### src/rtl/uart_pkg.sv
// Shared definitions for the UART transmit arbiter.
//   BYTE_W      : width of one UART payload byte
//   arb_state_e : sequencer states (2-bit encoding)
//   ptr_width() : bits needed to index NUM_REQ requesters (minimum 1)
package uart_pkg;

  localparam int BYTE_W = 8;

  typedef enum logic [1:0] {
    ST_IDLE      = 2'd0,
    ST_SEND      = 2'd1,
    ST_WAIT_DONE = 2'd2,
    ST_GAP       = 2'd3
  } arb_state_e;

  function automatic int ptr_width(input int n);
    return (n <= 2) ? 1 : $clog2(n);
  endfunction

endpackage

### src/rtl/uart_tx_arbiter_rr_pick.sv
// Combinational round-robin priority selector.
// Picks the first asserted request at an index >= ptr, wrapping modulo NUM_REQ.
//   req : request vector
//   ptr : highest-priority index for this decision (must be < NUM_REQ)
//   gnt : one-hot winner (0 when nothing requested)
//   idx : binary index of the winner
//   vld : at least one request present
module rr_pick
  import uart_pkg::*;
#(
  parameter int NUM_REQ = 4,
  parameter int PTR_W   = ptr_width(NUM_REQ)
) (
  input  logic [NUM_REQ-1:0] req,
  input  logic [PTR_W-1:0]   ptr,
  output logic [NUM_REQ-1:0] gnt,
  output logic [PTR_W-1:0]   idx,
  output logic               vld
);

  // One extra bit so ptr + offset cannot overflow before the modulo fold.
  logic [PTR_W:0]   cand;
  logic [PTR_W-1:0] cand_idx;

  always_comb begin
    gnt      = '0;
    idx      = '0;
    vld      = 1'b0;
    cand     = '0;
    cand_idx = '0;
    for (int i = 0; i < NUM_REQ; i++) begin
      cand = {1'b0, ptr} + (PTR_W + 1)'(i);
      if (cand >= (PTR_W + 1)'(NUM_REQ)) begin
        cand = cand - (PTR_W + 1)'(NUM_REQ);
      end
      cand_idx = cand[PTR_W-1:0];
      if (!vld && req[cand_idx]) begin
        vld           = 1'b1;
        idx           = cand_idx;
        gnt[cand_idx] = 1'b1;
      end
    end
  end

endmodule

### src/rtl/uart_tx_arbiter.sv
// Round-robin arbiter/sequencer sharing one UART transmitter among NUM_REQ
// requesters. The winner's byte and parity mode are latched at the grant edge,
// the transmitter is driven through its send/busy handshake, and a one-cycle
// ack returns to the winner when the frame ends (or when busy never rose).
//   clk, rst_n   : clock, asynchronous active-low reset
//   req          : per-requester level request, held until ack
//   req_din      : flattened bytes, requester i at [8i+7:8i]
//   req_odd      : per-requester parity mode (1 = odd)
//   ack          : one-cycle pulse to the served requester
//   grant        : one-hot owner of the current transfer, 0 when idle
//   tx_send/din/odd : to transmitter
//   tx_busy      : from transmitter
//   timeout_err  : pulses with ack when tx_busy never rose after tx_send
//   active       : high in every state except IDLE
module uart_tx_arbiter
  import uart_pkg::*;
#(
  parameter int NUM_REQ      = 4,
  parameter int BUSY_TIMEOUT = 64,
  parameter int GAP_CLOCKS   = 16
) (
  input  logic                      clk,
  input  logic                      rst_n,
  input  logic [NUM_REQ-1:0]        req,
  input  logic [BYTE_W*NUM_REQ-1:0] req_din,
  input  logic [NUM_REQ-1:0]        req_odd,
  output logic [NUM_REQ-1:0]        ack,
  output logic [NUM_REQ-1:0]        grant,
  output logic                      tx_send,
  output logic [BYTE_W-1:0]         tx_din,
  output logic                      tx_odd,
  input  logic                      tx_busy,
  output logic                      timeout_err,
  output logic                      active
);

  localparam int PTR_W = ptr_width(NUM_REQ);
  localparam int TO_W  = $clog2(BUSY_TIMEOUT + 1);
  localparam int GAP_W = $clog2(GAP_CLOCKS + 1);

  localparam logic [TO_W-1:0]  TO_LAST  = TO_W'(BUSY_TIMEOUT - 1);
  localparam logic [GAP_W-1:0] GAP_LAST = GAP_W'(GAP_CLOCKS - 1);
  localparam logic [PTR_W-1:0] PTR_LAST = PTR_W'(NUM_REQ - 1);

  arb_state_e          state_q, state_d;
  logic [PTR_W-1:0]    ptr_q, ptr_d;
  logic [PTR_W-1:0]    win_q, win_d;
  logic [NUM_REQ-1:0]  grant_q, grant_d;
  logic [NUM_REQ-1:0]  ack_q, ack_d;
  logic [BYTE_W-1:0]   tx_din_q, tx_din_d;
  logic                tx_odd_q, tx_odd_d;
  logic                tx_send_q, tx_send_d;
  logic                timeout_err_q, timeout_err_d;
  logic [TO_W-1:0]     to_cnt_q, to_cnt_d;
  logic [GAP_W-1:0]    gap_cnt_q, gap_cnt_d;

  logic [NUM_REQ-1:0]  pick_gnt;
  logic [PTR_W-1:0]    pick_idx;
  logic                pick_vld;
  logic [PTR_W-1:0]    ptr_after_win;

  rr_pick #(
    .NUM_REQ (NUM_REQ),
    .PTR_W   (PTR_W)
  ) u_rr_pick (
    .req (req),
    .ptr (ptr_q),
    .gnt (pick_gnt),
    .idx (pick_idx),
    .vld (pick_vld)
  );

  // Priority moves to the requester just after the one being served.
  assign ptr_after_win = (win_q == PTR_LAST) ? '0 : win_q + 1'b1;

  always_comb begin
    state_d       = state_q;
    ptr_d         = ptr_q;
    win_d         = win_q;
    grant_d       = grant_q;
    ack_d         = '0;
    tx_din_d      = tx_din_q;
    tx_odd_d      = tx_odd_q;
    tx_send_d     = tx_send_q;
    timeout_err_d = 1'b0;
    to_cnt_d      = to_cnt_q;
    gap_cnt_d     = gap_cnt_q;

    unique case (state_q)
      ST_IDLE: begin
        // Holding off while tx_busy is high also protects a frame that was
        // still on the line when reset hit.
        if (pick_vld && !tx_busy) begin
          grant_d   = pick_gnt;
          win_d     = pick_idx;
          tx_din_d  = req_din[int'(pick_idx)*BYTE_W +: BYTE_W];
          tx_odd_d  = req_odd[pick_idx];
          tx_send_d = 1'b1;
          to_cnt_d  = '0;
          state_d   = ST_SEND;
        end
      end

      ST_SEND: begin
        if (tx_busy) begin
          tx_send_d = 1'b0;
          state_d   = ST_WAIT_DONE;
        end else if (to_cnt_q == TO_LAST) begin
          tx_send_d     = 1'b0;
          ack_d         = grant_q;
          timeout_err_d = 1'b1;
          ptr_d         = ptr_after_win;
          grant_d       = '0;
          gap_cnt_d     = '0;
          state_d       = ST_GAP;
        end else begin
          to_cnt_d = to_cnt_q + 1'b1;
        end
      end

      ST_WAIT_DONE: begin
        if (!tx_busy) begin
          ack_d     = grant_q;
          ptr_d     = ptr_after_win;
          grant_d   = '0;
          gap_cnt_d = '0;
          state_d   = ST_GAP;
        end
      end

      ST_GAP: begin
        if (gap_cnt_q == GAP_LAST) begin
          state_d = ST_IDLE;
        end else begin
          gap_cnt_d = gap_cnt_q + 1'b1;
        end
      end

      default: begin
        state_d = ST_IDLE;
      end
    endcase
  end

  always_ff @(posedge clk or negedge rst_n) begin
    if (!rst_n) begin
      state_q       <= ST_IDLE;
      ptr_q         <= '0;
      win_q         <= '0;
      grant_q       <= '0;
      ack_q         <= '0;
      tx_din_q      <= '0;
      tx_odd_q      <= 1'b0;
      tx_send_q     <= 1'b0;
      timeout_err_q <= 1'b0;
      to_cnt_q      <= '0;
      gap_cnt_q     <= '0;
    end else begin
      state_q       <= state_d;
      ptr_q         <= ptr_d;
      win_q         <= win_d;
      grant_q       <= grant_d;
      ack_q         <= ack_d;
      tx_din_q      <= tx_din_d;
      tx_odd_q      <= tx_odd_d;
      tx_send_q     <= tx_send_d;
      timeout_err_q <= timeout_err_d;
      to_cnt_q      <= to_cnt_d;
      gap_cnt_q     <= gap_cnt_d;
    end
  end

  assign ack         = ack_q;
  assign grant       = grant_q;
  assign tx_send     = tx_send_q;
  assign tx_din      = tx_din_q;
  assign tx_odd      = tx_odd_q;
  assign timeout_err = timeout_err_q;
  assign active      = (state_q != ST_IDLE);

endmodule

### config.mk
export PLATFORM = sky130hd
export DESIGN_NAME = uart_tx_arbiter
export DESIGN_NICKNAME = d
export VERILOG_FILES = /design/src/rtl/uart_pkg.sv /design/src/rtl/uart_tx_arbiter_rr_pick.sv /design/src/rtl/uart_tx_arbiter.sv
export SDC_FILE = /design/constraint.sdc
export NUM_CORES = 1
export LEC_CHECK = 0
export CAP_MARGIN = 30
export CORE_ASPECT_RATIO = 0.6
export CORE_MARGIN = 2
export CORE_UTILIZATION = 54
export DETAILED_ROUTE_END_ITERATION = 8
export PLACE_DENSITY = 0.86
export SETUP_SLACK_MARGIN = 0.15
export SLEW_MARGIN = 25
export SYNTH_ARGS = -nofsm -noshare
export SYNTH_HDL_FRONTEND = slang
export SYNTH_SLANG_ARGS = --single-unit
### constraint.sdc
create_clock -name clk -period 8.1 [get_ports clk]
set_input_delay 2.025 -clock clk [delete_from_list [all_inputs] [get_ports clk]]
set_output_delay 2.025 -clock clk [all_outputs]
set_load 0.05 [all_outputs]
# Word-level counts from Yosys, hierarchy flattened
# Cells that the tools add are included.
dict set report classes {
  add_sub_neg 10
  n_lt_le_gt_ge 13
  n_eq_ne 14
  shifts 1
  mux 70
  bitwise_logic 3
  reduce_logical 25
}
# op count
set ops {}
lappend ops {{4-bit two-way mux} 11}
lappend ops {{2-bit two-way mux} 17}
lappend ops {{32-bit by 6-bit variable part select with 8-bit output} 1}
lappend ops {{7-bit two-way mux} 3}
lappend ops {{5-bit two-way mux} 4}
lappend ops {{1-bit two-way mux} 19}
lappend ops {{2-bit by 3-bit less-than comparator with 1-bit output, second input constant} 5}
lappend ops {{5-bit case mux with 3 select lines} 1}
lappend ops {{2-bit != test, second input constant} 7}
lappend ops {{7-bit case mux with 2 select lines} 1}
lappend ops {{4-bit bitwise OR} 3}
lappend ops {{4-bit case mux with 3 select lines} 1}
lappend ops {{4-bit AND reduction} 3}
lappend ops {{1-bit binary-select mux with 2-bit select} 5}
lappend ops {{5-bit AND reduction} 2}
lappend ops {{3-bit greater-or-equal comparator, second input constant} 3}
lappend ops {{1-bit demux with 2-bit select} 4}
lappend ops {{2-bit by 1-bit greater-or-equal comparator with 1-bit output, second input constant} 4}
lappend ops {{1-bit logical AND} 8}
lappend ops {{2-bit case mux with 4 select lines} 1}
lappend ops {{4-bit case mux with 2 select lines} 1}
lappend ops {{2-bit by 1-bit subtractor with 2-bit output, second input constant} 4}
lappend ops {{7-bit by 1-bit adder with 7-bit output, second input constant} 1}
lappend ops {{7-bit by 6-bit == test with 1-bit output, second input constant} 1}
lappend ops {{17 further kinds} 26}
dict set report totals {
  ff_bits 37
  input_bits 43
  output_inout_bits 20
  wordCells 147
}

# Depth between registers and ports, before layout
dict set report depth {
  ltp_word 17
  ltp_mapped 12
  ltp_nobuf 8
}

# Cells and area by module
# A second synthesis with hierarchy kept.
dict set report unflattened {
  hier_cells 220
  area_unflattened_um2 2444.8
}
# mod instances cells_each area_each_um2
set modules_own_cells {}
lappend modules_own_cells {uart_tx_arbiter 1 175 2023.2}
lappend modules_own_cells {rr_pick 1 45 421.7}

# Worst setup path before layout
# No wires, ideal clock.
dict set report synth_path {
  path_kind {input port to flip-flop}
  from {input req[2]}
  to {register tx_din_q[4], in the netlist tx_din[4]}
  setup_ns 0.141
  arrival_time_ns 3.716
  required_ns 7.959
  path_slack_ns 4.243
  stages 8
  cell_sequence {buf_6 > mux4_2 > nor2b_4 > buf_6 > o31ai_4 > buf_6 > mux2i_1 > o221ai_1}
}
dict set report synth_between {
  elab_chain_len 14
  word_cells_on_any_way 25
  classes_between {shift: 1; mux: 16; reduce/logical: 8}
}
# element line_no
set synth_rtl {}
lappend synth_rtl {{from (decl)} uart_tx_arbiter.sv:24} ;# input logic [NUM_REQ-1:0] req,
lappend synth_rtl {{branches (longest 14 deep; another with 1-bit binary-select mux with 2-bit select)} --}
lappend synth_rtl {{to (signal assigned)} uart_tx_arbiter.sv:164} ;# tx_din_q <= tx_din_d;
lappend synth_rtl {{to (decl)} uart_tx_arbiter.sv:50} ;# logic [BYTE_W-1:0] tx_din_q, tx_din_d;
# Parallel ways; which one is timed is not known. The select of a mux whose other input is x is not followed.
# A chain may end at the register's enable or synchronous reset.

# Worst setup path after layout
dict set report layout_path {
  from {input req[3]}
  to {register tx_din_q[5], in the netlist tx_din[5]}
}
# Same word-level chain as after synthesis.

==> impl_results.md <==
* Status: completed
* Worst VDD drop at 0.199 mV
* Hold EP: gap_cnt_q[4]$_DFFE_PN0P_
* First-pass GRT wire length at 10400 microns
* Antenna Cells at 0
* WP data required at 8.26 ns
* Post_cts resized at 0
* Fin. Hold Viols at 0
* Synth top area cells: dfrtp_1 36%, ha_1 7.9%, mux2i_1 5.5%, a22oi_1 4.1%, o21ai_0 3.9%
* Hold Buf Count CTS at 0
* Min-delay src: gap_cnt_q[4]$_DFFE_PN0P_
* Layout cells sized above 1 at 7.41%
* # setup viols final at 0
* Drt initial violations at 121
* Initial antenna violation count at 0
* Routed wl met2 at 2960 microns
* Syn Inst Count at 267
* Port bufs at 62
* Uppermost routed layer: met4
* FF-to-FF End: tx_din[5]$_DFFE_PN0P_
* DRT Wirelength at 6400 microns
* Crit start category: input pin
* Clk slew on worst S/H paths at 0.08 ns
* Met3 WL at 332 microns
* Worst r2r src: ptr_q[0]$_DFFE_PN0P_
* Setup TNS at 0 ns
* WS Path Type: in2reg
* Post-detailed-route count of antenna-violating nets at 0
* Net Count, Synth at 326
* Overall Global Routing Usage at 25.1%
* Main synth FF type: dfrtp_1
* Most common cell type on the critical path: mux2i_1
* CP Max Fanout at 15
* Num ports at 63
* Ys async rst share at 100%
* Clock Latency Late Sink at 0.30 ns
* Post-synth top cells: 37 x dfrtp_1, 21 x nand2_1, 20 x o21ai_0, 16 x ha_1, 16 x nor2_1
* Max_cap viols at 0
* Die area at 5300 sq um
* Clock Sinks at 37
* Clock tree buffer depth at 2
* Nets at 383
* Die boundary width at 92.7 microns
* Vias in the first global route at 2195
* CTS tree: built
* Core area at 4560 sq um
* Clock Tree Root: clkbuf_8
* First-pass DRT Iterations at 4
* Final GP Congestion at 0.867
* Post-layout util at 72.5%
* Distinct cells, synth at 51
* Crit-path cells: clkdlybuf4s50_1 -> mux2i_1 -> mux2i_1 -> buf_4 -> o31ai_4 -> mux2i_1 -> o221ai_1
* GRT overflow at 0
* H-tree depth at 2
* Yosys warning count at 0
* Netlist Area Pre-Place at 2550 sq um
* Top-count cell post-synth: dfrtp_1
* Seq/Total Area, Yosys at 36.4%
* Post-synthesis register bit count at 37
* Worst hold path type: reg2reg
* Avg WL per Cell at 16.5 microns
* Worst slew pin tran at 0.869 ns
* Worst-case clock skew at 0.00811 ns
* Post-route DRC at 0
* Pwr Total at 1.21 mW
* Arr. time, crit path at 4.60 ns
* Num CTS Buffers at 5
* Site Rows at 19
* Ratio of final minimum period to clock period at 54.7%
* P&R area growth vs syn at 29.9%
* Leakage at 1.38 nW
* Metal-1 WL at 2990 microns
* Largest net degree at the start of global routing at 38
* Minimum clock period at 4.43 ns
* Via count at 2343
* Flop2flop setup slack at 4.24 ns
* P per Cell Area at 366 nW/um^2
* Worst slew margin at 42.1%
* Via density at 6.05
* Worst Hold Depth at 2
* Post-DP HPWL at 4650 microns
* Share of the synthesized area in the top cell type at 36.4%
* Post-Syn Area per Cell at 9.54 sq um
* Critical-path top delay cell: o31ai_4
* Fmax at 226 MHz
* Initial core utilization at 55.8%
* Die H at 57.2 microns
* EDFF count, synth at 0
* CP Capture Type: register
* Fin. max-slew vios at 0
* CP max stage delay at 0.76 ns
* Leading area contributor after synthesis: dfrtp_1
* Postcts setup bufs at 0
* R2R depth at 7
* RSZ-0062 raised after global routing: no
metrics by stage:
step | setup WS (ns) | std cells | cell area, sq um | hold slack [ns]
floorplan | 4.24 | 267 | 2550 | 0.449
global placement | 3.47 | 377 | 3160 | 0.462
CTS | 3.70 | 385 | 3270 | 0.492
global route | 3.51 | 387 | 3310 | 0.511
finish | 3.67 | 387 | 3310 | 0.482
detailed placement | 3.37 | 378 | 3170 | 0.474
state kept, by name, summed over array words and instances (netlist names):
register     flops
tx_din           8
to_cnt_q         7
gap_cnt_q        5
ack              4
grant            4
ptr_q            2
state_q          2
win_q            2
timeout_err      1
tx_odd           1
tx_send          1
per-layer routing:
layer | vias to the layer above | global-route usage [%]
li1 | 1136 | -
met1 | 1120 | 35.6
met2 | 75 | 38.6
met3 | 12 | 5.15
met4 | 0 | 9.87
met5 | - | 0
how the worst max path moves through the flow:
stage / slack (ns) / cells after the start / from / endpoint
floorplan: 4.24 / 8 / req[2] / tx_din[4]$_DFFE_PN0P_
global placement: 3.47 / 7 / req[1] / tx_din[5]$_DFFE_PN0P_
detailed placement: 3.37 / 6 / req[1] / tx_din[5]$_DFFE_PN0P_
CTS: 3.70 / 6 / req[1] / tx_din[5]$_DFFE_PN0P_
global route: 3.51 / 7 / req[3] / tx_din[1]$_DFFE_PN0P_
finish: 3.67 / 7 / req[3] / tx_din[5]$_DFFE_PN0P_
cell usage in the layout, fill, tap and decap left out, drive strengths merged, types with 3 or more instances in the layout:
cell and n:
a22oi 14, nor2b 4, nand4 4, nand2b 5
buf 4, inv 7, a21oi 5, o31ai 4
nand2 21, mux2i 14, o21a 3, a22o 9
a211oi 7, o221ai 5, o22ai 5, dfrtp 37
nor3 7, nand3 7, and2 6, mux2 5
a221o 5, clkdlybuf4s50 61, ha 16, o21ai 21
clkbuf 6, nor2 16
cells by family (layout without fill, tap and decap cells):
group / count (synthesis) / in the layout / share of synthesized area, %
buffers and inverters: 24 / 81 / 4.52
adders and majority gates: 16 / 16 / 7.86
AOI/OAI and AO/OA: 92 / 92 / 26.7
and+or+nand+nor: 77 / 77 / 15.0
muxes: 21 / 21 / 9.48
DFF: 37 / 37 / 36.4
layout make-up:
cell class              instances  area (sq um)
repair buffers                 66           663
inverters                       8          30.0
well taps                      63          78.8
flip-flops and latches         37           926
clock buffers                   5          68.8
clock inverters                 2          35.0
fillers                       351          1260
multi-input cells             206          1510
report_power, final:
part | switching (mW) | internal, mW
Combinational | 0.449 | 0.297
Sequential | 0.0641 | 0.240
Clock | 0.0693 | 0.0895
Total | 0.583 | 0.627
worst max-delay path, delay by kind of cell:
kind                   cells  cell delay [ns]
AOI/OAI and AO/OA          2             0.90
buffers and inverters      2             0.85
muxes                      3             0.81
Power figures use the tool's default switching activity.
